`src/rtl/rv32i_pkg.sv`:
```
// Shared RV32I definitions: ALU op codes (also used by the control FSM),
// branch_op codes, the ALU FSM state encoding and the shifter mode.
package rv32i_pkg;

    localparam logic [4:0] ALU_ADD  = 5'b00001;
    localparam logic [4:0] ALU_ADDR = 5'b11000;
    localparam logic [4:0] ALU_SUB  = 5'b00011;
    localparam logic [4:0] ALU_AND  = 5'b01010;
    localparam logic [4:0] ALU_OR   = 5'b01100;
    localparam logic [4:0] ALU_XOR  = 5'b01101;
    localparam logic [4:0] ALU_SLL  = 5'b01110;
    localparam logic [4:0] ALU_SRL  = 5'b01111;
    localparam logic [4:0] ALU_SRA  = 5'b10000;
    localparam logic [4:0] ALU_SLT  = 5'b10001;
    localparam logic [4:0] ALU_SLTU = 5'b10010;

    localparam logic [2:0] BR_NONE = 3'b000;
    localparam logic [2:0] BR_EQ   = 3'b001;
    localparam logic [2:0] BR_NE   = 3'b010;
    localparam logic [2:0] BR_LT   = 3'b011;
    localparam logic [2:0] BR_GE   = 3'b100;
    localparam logic [2:0] BR_LTU  = 3'b101;
    localparam logic [2:0] BR_GEU  = 3'b110;

    localparam logic [1:0] ST_IDLE = 2'd0;
    localparam logic [1:0] ST_CALC = 2'd1;
    localparam logic [1:0] ST_DONE = 2'd2;
    localparam logic [1:0] ST_WAIT = 2'd3;

    typedef enum logic [1:0] {
        SH_SLL = 2'd0,
        SH_SRL = 2'd1,
        SH_SRA = 2'd2
    } shift_mode_t;

endpackage

```
`src/rtl/alu_shifter.sv`:
```
// Iterative shifter: load captures data/amount/mode, each step shifts one bit
// and decrements the counter; done is high once the counter is zero.
module alu_shifter
    import rv32i_pkg::*;
#(
    parameter int WIDTH = 32
) (
    input  logic             clk,
    input  logic             rst,
    input  logic             load,
    input  logic             step,
    input  logic [1:0]       mode,
    input  logic [WIDTH-1:0] data,
    input  logic [4:0]       shamt,
    output logic [WIDTH-1:0] value,
    output logic             done
);

    logic [4:0] count;
    logic [1:0] mode_q;

    assign done = (count == 5'd0);

    always_ff @(posedge clk or negedge rst) begin
        if (!rst) begin
            value  <= '0;
            count  <= '0;
            mode_q <= SH_SLL;
        end else if (load) begin
            value  <= data;
            count  <= shamt;
            mode_q <= mode;
        end else if (step && !done) begin
            count <= count - 5'd1;
            case (mode_q)
                SH_SRL:  value <= {1'b0, value[WIDTH-1:1]};
                SH_SRA:  value <= {value[WIDTH-1], value[WIDTH-1:1]};
                default: value <= {value[WIDTH-2:0], 1'b0};
            endcase
        end
    end

endmodule

```
`src/rtl/alu_unit.sv`:
```
// Multi-cycle RV32I execute unit (IDLE -> CALC -> DONE -> WAIT).
// Define ALU_SLT_EN to add the slt/sltu operations.
module alu_unit
    import rv32i_pkg::*;
#(
    parameter int WIDTH = 32
) (
    input  logic             clk,
    input  logic             rst,
    input  logic             alu_en,
    input  logic [4:0]       alu_op,
    input  logic [2:0]       func3,
    input  logic [WIDTH-1:0] op_a,
    input  logic [WIDTH-1:0] op_b,
    output logic [WIDTH-1:0] alu_result,
    output logic             alu_valid,
    output logic [2:0]       branch_op,
    output logic             busy
);

    logic [1:0]       state;
    logic [4:0]       op_q;
    logic [2:0]       func3_q;
    logic [WIDTH-1:0] a_q;
    logic [WIDTH-1:0] b_q;
    logic [WIDTH-1:0] calc_result;
    logic [WIDTH-1:0] sh_value;
    logic             sh_done;
    logic             start;
    logic             is_shift_q;
    shift_mode_t      shift_mode;

    function automatic logic [2:0] branch_code(input logic [2:0] f3,
                                               input logic [WIDTH-1:0] a,
                                               input logic [WIDTH-1:0] b);
        logic [2:0] code;
        code = BR_NONE;
        case (f3)
            3'b000: if (a == b)                   code = BR_EQ;
            3'b001: if (a != b)                   code = BR_NE;
            3'b100: if ($signed(a) <  $signed(b)) code = BR_LT;
            3'b101: if ($signed(a) >= $signed(b)) code = BR_GE;
            3'b110: if (a <  b)                   code = BR_LTU;
            3'b111: if (a >= b)                   code = BR_GEU;
            default: code = BR_NONE;
        endcase
        return code;
    endfunction

    assign start      = (state == ST_IDLE) && alu_en;
    assign busy       = (state != ST_IDLE);
    assign is_shift_q = (op_q == ALU_SLL) || (op_q == ALU_SRL) || (op_q == ALU_SRA);

    // The shifter is loaded straight from the ports on the start edge so its
    // first step can happen in the first CALC cycle.
    always_comb begin
        shift_mode = SH_SLL;
        if (alu_op == ALU_SRL) shift_mode = SH_SRL;
        if (alu_op == ALU_SRA) shift_mode = SH_SRA;
    end

    alu_shifter #(.WIDTH(WIDTH)) u_shifter (
        .clk   (clk),
        .rst   (rst),
        .load  (start),
        .step  ((state == ST_CALC) && is_shift_q),
        .mode  (shift_mode),
        .data  (op_a),
        .shamt (op_b[4:0]),
        .value (sh_value),
        .done  (sh_done)
    );

    always_comb begin
        calc_result = '0;
        case (op_q)
            ALU_ADD, ALU_ADDR: calc_result = a_q + b_q;
            ALU_SUB:           calc_result = a_q - b_q;
            ALU_AND:           calc_result = a_q & b_q;
            ALU_OR:            calc_result = a_q | b_q;
            ALU_XOR:           calc_result = a_q ^ b_q;
`ifdef ALU_SLT_EN
            ALU_SLT:           calc_result = {{(WIDTH-1){1'b0}}, $signed(a_q) < $signed(b_q)};
            ALU_SLTU:          calc_result = {{(WIDTH-1){1'b0}}, a_q < b_q};
`endif
            default:           calc_result = '0;
        endcase
    end

    // WAIT only leaves once alu_en is seen low, so a late deassert cannot restart.
    always_ff @(posedge clk or negedge rst) begin
        if (!rst) begin
            state      <= ST_IDLE;
            op_q       <= '0;
            func3_q    <= '0;
            a_q        <= '0;
            b_q        <= '0;
            alu_result <= '0;
            alu_valid  <= 1'b0;
            branch_op  <= BR_NONE;
        end else begin
            case (state)
                ST_IDLE: begin
                    if (alu_en) begin
                        op_q    <= alu_op;
                        func3_q <= func3;
                        a_q     <= op_a;
                        b_q     <= op_b;
                        state   <= ST_CALC;
                    end
                end
                ST_CALC: begin
                    if (!is_shift_q || sh_done) begin
                        alu_result <= is_shift_q ? sh_value : calc_result;
                        branch_op  <= branch_code(func3_q, a_q, b_q);
                        alu_valid  <= 1'b1;
                        state      <= ST_DONE;
                    end
                end
                ST_DONE: begin
                    alu_valid <= 1'b0;
                    state     <= ST_WAIT;
                end
                ST_WAIT: begin
                    if (!alu_en) state <= ST_IDLE;
                end
                default: state <= ST_IDLE;
            endcase
        end
    end

endmodule

```
`config.mk`:
```
export PLATFORM = sky130hd
export DESIGN_NAME = alu_unit
export DESIGN_NICKNAME = d
export VERILOG_FILES = /design/src/rtl/rv32i_pkg.sv /design/src/rtl/alu_shifter.sv /design/src/rtl/alu_unit.sv
export SDC_FILE = /design/constraint.sdc
export NUM_CORES = 1
export LEC_CHECK = 0
export ABC_AREA = 1
export BUFFER_PORTS_ARGS = -buffer_cell sky130_fd_sc_hd__clkbuf_2
export CAP_MARGIN = 0
export CORE_ASPECT_RATIO = 0.6
export CORE_MARGIN = 3
export CORE_UTILIZATION = 50
export DETAILED_ROUTE_END_ITERATION = 10
export PLACE_DENSITY = 0.73
export SYNTH_ARGS = -nofsm -noshare
export SYNTH_HDL_FRONTEND = slang
export SYNTH_SLANG_ARGS = --single-unit
```
`constraint.sdc`:
```
create_clock -name clk -period 5.05 [get_ports clk]
set_input_delay 0.2525 -clock clk [delete_from_list [all_inputs] [get_ports clk]]
set_output_delay 0.2525 -clock clk [all_outputs]
set_load 0.02 [all_outputs]
```
**Word level (Yosys, flattened, before mapping)**

Index checks and enable logic that the tools add are counted.

- Register bits after elaboration: 149
- Bits in latches: 0
- RAM bits: 0
- ROM bits: 0
- Logic and storage cells: 91
- Memories kept: 0

- $add $sub $neg: 3
- Multiply operators: 0
- Div/mod/pow operators: 0
- Magnitude comparators: 4
- Equality and inequality tests: 27
- Shift operators: 0
- Multiplexer cells: 22
- Bitwise logic cells: 3
- Reductions and logical operators: 20

Operators by type and width:

| cell | count |
|---|---|
| one-hot mux 32 bit (5 select lines) | 1 |
| two-way mux 32 bit | 3 |
| >= comparator 32 bit | 2 |
| < comparator 32 bit | 2 |
| one-hot mux 32 bit (2 select lines) | 1 |
| adder 32 bit | 1 |
| AND 32 bit | 1 |
| == test 32 bit | 1 |
| != test 32 bit | 1 |
| bitwise OR 32 bit | 1 |
| subtractor 32 bit | 1 |
| XOR 32 bit | 1 |
| == test 5 x 4 -> 1 bit (second input constant) | 6 |
| one-hot mux 3 bit (6 select lines) | 1 |
| == test 5 bit (second input constant) | 3 |
| == test 3 bit (second input constant) | 4 |
| two-way mux 2 bit | 6 |
| two-way mux 5 bit | 2 |
| two-way mux 3 bit | 3 |
| one-hot mux 2 bit (4 select lines) | 1 |
| AND reduction 2 bit | 4 |
| == test 2 bit (second input constant) | 3 |
| != test 2 bit (second input constant) | 3 |
| nonzero test 2 bit | 3 |
| 16 further kinds | 24 |

**Longest topological paths before layout**

- Depth in word-level cells: 7
- Gate-level depth with buffers: 18

**Modules after synthesis**

Synthesis repeated with hierarchy kept, for this count alone.

- Cell total of the unflattened synthesis: 2,120
- Area, all modules: 13,366.6 sq um

By module, submodules not included:

| module | instances | cells an instance | area each (sq um) | sequential area each (sq um) |
|---|---|---|---|---|
| alu_unit | 1 | 1,781 | 10,901.7 | 2,752.6 |
| alu_shifter | 1 | 339 | 2,464.9 | 975.9 |

**Worst setup path before layout**

Ideal clock, no wire load.

- Path kind: reg2reg
- From: reg b_q[0]
- To: reg alu_result[30]
- Library setup time: 0.113 ns
- Arrival time: 1.902 ns
- Path slack: 3.035 ns
- Stages on the path, launching flop included: 15
- Path buffers: 0
- Clock period less this slack: 2.015 ns
- Path through: dfrtp_1 -> ha_1 -> fa_1 -> nand3_1 -> nand3_1 -> nand2_1 -> nand2_1 -> nand2_1 -> nand2_1 -> nand2_1 -> nand3_1 -> nand3_1 -> nand4_1 -> nand2_1 -> inv_1

- Longest elaborated chain between the ends: 3
- Elaborated cells on any way between the ends: 4

RTL lines:

| element | line | text |
|---|---|---|
| start: declaration | alu_unit.sv:25 | `logic [WIDTH-1:0] b_q;` |
| start signal: assignment | alu_unit.sv:108 | `b_q <= op_b;` |
| subtractor 32 bit / adder 32 bit (equally long branches) | alu_unit.sv:78, alu_unit.sv:77 |  |
| one-hot mux 32 bit (5 select lines) (*) | alu_unit.sv:76 | `case (op_q)` |
| two-way mux 32 bit (*) | alu_unit.sv:114 | `alu_result <= is_shift_q ? sh_value : calc_result;` |
| end signal: assignment | alu_unit.sv:114 |  |
| end: declaration | alu_unit.sv:15 | `output logic [WIDTH-1:0] alu_result,` |

Mark *: on every way between the ends. The rest lies on a longest branch, timed or not.
A chain may end at the register's enable or synchronous reset.

**Final worst setup path**

- From: reg op_q[4]
- To: reg alu_result[8]

- Longest elaborated chain between the ends: 6
- Elaborated cells on any way between the ends: 17

RTL lines:

| element | line | text |
|---|---|---|
| start: declaration | alu_unit.sv:22 | `logic [4:0] op_q;` |
| start signal: assignment | alu_unit.sv:105 | `op_q <= alu_op;` |
| parallel branches: the longest is 6 deep, another holds one-hot mux 32 bit (5 select lines) | -- |  |

Several ways; the timed one is not identified.

==> summary.md <==
| Metric | Value |
|---|---|
| EDFF count, synth | `0` |
| Buffers & Inverters on Critical Path | `4` |
| Ratio of total power to cell area | `slightly below 800 nW/um2` |
| Peak supply drop | `just under 400 uV` |
| Switching part of the total | `0.599` |
| Gr ovfl total | `0` |
| Synthesized area divided by synthesized cell count | `6.33 um2` |
| Critical Path Slowest Stage Cell | `inv_2` |
| Setup repair after global routing missed its margin | `false` |
| Max Cap Violations | `0` |
| Vias in the first global route | `12600` |
| DR DRC count | `0` |
| Post-DP HPWL | `approximately 39 mm` |
| Post-synth top area cell | `dfrtp_1` |
| Dominant cells by area after synthesis | `dfrtp_1 (29%), nand2_1 (18%), inv_1 (11%)` |
| Final-report setup violation count | `0` |
| CTS Buf Count | `17` |
| Synth-to-Final Area Change | `9.85%` |
| Cell area after technology mapping | `13100 um2` |
| Proportion of layout cells with a drive suffix above 1 | `0.0882` |
| Area enclosed by the die boundary | `~28000 um2` |
| Crit-path leading delay family | `simple AND/OR/NAND/NOR gates` |
| DP Worst Slack | `1.90 ns` |
| Class of the tightest hold or removal check | `in -> reg` |
| Launching element type of the critical path | `register` |
| Largest net degree at the start of global routing | `96` |
| CTS clock-pin slew for the worst setup and hold paths | `0.07 ns` |
| Top cells by count, synth | `nand2_1 (619), inv_1 (389), o21ai_0 (168)` |
| Period Utilization, post-route | `0.630` |
| Commonest register cell after synthesis | `dfrtp_1` |
| DRT iter0 DRCs | `1805` |
| Portion of total power attributed to the clock network | `0.113` |
| Flop pwr share | `0.196` |
| Width of the die | `215 um` |
| Clock buffer depth | `2` |
| Overall die height | `about 130 um` |
| TritonCTS clock tree | `yes` |
| Critical Path AT | `3.51 ns` |
| Clock root cell | `clkbuf_16` |
| Quantity of hold-fixing buffers added after cts | `5` |
| First drt pass iteration count | `7` |
| Most used cell, CP | `nand2_2` |
| Via count normalized by instance count | `about 5.5` |
| Highest cell delay on the worst timing path | `0.81 ns` |
| Final hold violations | `0` |
| Number of cells in the finished layout apart from fillers | `2494` |
| Maximum fanout count along the critical path | `42` |
| Final non-filler cell area | `14400 um2` |
| Worst hold slack | `between 0.009 and 0.01 ns` |
| Fmax | `0.314 GHz` |
| GR Util All Layers | `0.351` |
| Syn_nets | `2252` |
| Share of Yosys cell area claimed by the top area cell type | `0.285` |
| Setup slack of the critical path after layout | `between 1.5 and 2 ns` |
| Slew Limit Fails | `0` |
| Required time worst endpoint | `roughly 5.4 ns` |
| Number of distinct library cells after synthesis | `47` |
| Number of synthesized register bits | `149` |
| Number of warnings reported in the yosys synthesis log | `0` |
| Number of nets still failing antenna checks after routing | `0` |
| Static leakage power | `7.85 nW` |
| Standard-cell row count | `45` |
| Critical Path Sink Type | `register` |
| Count of buffers inserted at the top-level ports | `approximately 110` |
| TritonCTS sink count | `149` |
| Setup fix buffers added after clock tree synthesis | `0` |
| Cell Int Power | `0.00454 W` |
| Run status | `finished clean` |
| Ant. Diodes | `0` |
| Final estimated routing congestion in global placement | `1.04` |
| Core area | `25500 um2` |
| Dominant cell by count in the synthesized netlist | `nand2_1` |
| Clock insertion delay at the later pin of the skew report | `~0.45 ns` |
| CTS resizes | `0` |
| Area after detailed placement | `around 14000 um2` |
| Placed cell count | `2457` |
| Sum of negative setup slack | `0 ns` |
| Post-synthesis sequential area ratio | `0.285` |
| Wire length of the first global-routing pass | `75.1 mm` |
| Top Ports | `roughly 110` |
| Fin crit period | `3.18 ns` |
| Critical path, cell by cell | `inv_1 > nand2_1 > inv_2 > nand2_1 > nand2_2 > nand2_2 > nand2_2 > inv_2 > o21ai_0 > o22ai_1 > inv_1` |
| Post-route clock skew | `0.0126 ns` |
| Sw power | `0.00677 W` |
| Initial Utilization | `0.512` |
| Worst slew margin relative to its limit | `0.270` |
| Total wirelength of the detailed-routed design | `49.8 mm` |
| Net total in the final layout | `2318` |
| Antenna violations before repair | `0` |
| H-tree Lvls | `4` |
| Average wire length per cell after detail routing | `20.0 um` |
| Total via count after detailed routing | `between 10000 and 15000` |
| Fraction of power consumed by combinational cells | `0.691` |
| Fraction of synthesis flops using an asynchronous set or reset pin | `1.00` |
| Synthesized instance count | `between 2000 and 2500` |
| Type of the setup path with the least slack | `reg -> reg` |
| Slew at the pin with the worst max-slew slack | `approximately 1.1 ns` |
-- final timing paths --
check                               startpoint              to  cells after the start  slack [ns]
worst max-delay path                   op_q[4]   alu_result[8]                     11        1.87
worst min-delay path                  op_b[28]         b_q[28]                      3       0.009
worst max register to register         op_q[4]   alu_result[8]                     11        1.87
worst min register to register  alu_result[11]  alu_result[11]                      2        0.51
max in group asynchronous                  rst          b_q[2]                      3        3.43
min in group asynchronous                  rst  alu_result[11]                      2        0.37
-- tightest hold or removal path, delay by kind of cell --
kind	cells	cell delay, ns
buf+inv	1	0.08
simple gates	1	0.04
compound gates	1	0.06
-- sequential cells by signal, summed over array words and instances, names as in the netlist --
name	count
a_q	32
alu_result	32
alu_valid	1
b_q	32
branch_op	3
func3_q	3
op_q	5
state	2
u_shifter.count	5
u_shifter.mode_q	2
u_shifter.value	32
-- logic make-up (layout without fill, tap and decap cells) --
group,count (synthesis),count (layout),share of synthesized area
adder cells (fa/ha/maj),114,114,0.110
AND/OR/NAND/NOR,975,975,0.309
buffers and inverters,480,559,0.147
AO/OA/AOI/OAI,343,343,0.148
flip-flops,149,149,0.285
XOR/XNOR,2,2,0.00134
-- layout by cell type (no fill, tap or decap), types with 8 or more instances in the layout --
| cell type | synthesis | routed |
|---|---|---|
| o22ai_1 | 32 | 32 |
| nand3_1 | 129 | 129 |
| nand4_1 | 27 | 27 |
| o211ai_1 | 18 | 18 |
| a21oi_1 | 80 | 80 |
| dfrtp_1 | 149 | 149 |
| ha_1 | 112 | 112 |
| inv_1 | 389 | 388 |
| o21bai_1 | 9 | 9 |
| nor3_1 | 16 | 16 |
| o21ai_0 | 168 | 168 |
| nor2_1 | 145 | 145 |
| clkbuf_16 | 0 | 17 |
| nand2_2 | 7 | 9 |
| clkbuf_2 | 1 | 110 |
| a221oi_1 | 16 | 16 |
| nand2_1 | 619 | 617 |
| buf_4 | 11 | 8 |
| inv_2 | 12 | 12 |
-- per-stage QoR --
stage / power [W] / utilization
3_3_place_gp: 0.00961 / 0.539
4_1_cts: 0.0110 / 0.563
3_5_place_dp: 0.00968 / 0.539
2_1_floorplan: 0.00732 / -
5_1_grt: 0.0122 / 0.563
6_report: 0.0113 / 0.563
-- power by group through the flow --
stage               Combinational [W]  Clock (W)  Sequential (W)
global placement              0.00742          0         0.00219
detailed placement            0.00747          0         0.00221
CTS                           0.00752    0.00129         0.00220
finish                        0.00781    0.00128         0.00221
global route                  0.00856    0.00134         0.00228
floorplan                     0.00510          0         0.00223
-- area by class of cell --
cell class	count	area [um2]
clock buffer	17	425
clock inverter	15	138
fill	2624	11200
inverter	403	1520
multi-input combinational	1434	7430
sequential	149	3730
tap	352	440
timing repair buffer	124	672
-- per-layer routing --
metal  vias to the layer above  share of wire  routed length (um)  track usage
li1                       6583              -                   -            -
met1                      6392           0.48               23700        0.547
met2                       767           0.36               17700        0.431
met3                        55           0.15                7510        0.151
met4                         2          0.014                 709       0.0775
met5                         -         0.0023                 116       0.0316
Note: power is estimated with default switching activity, not from simulation.
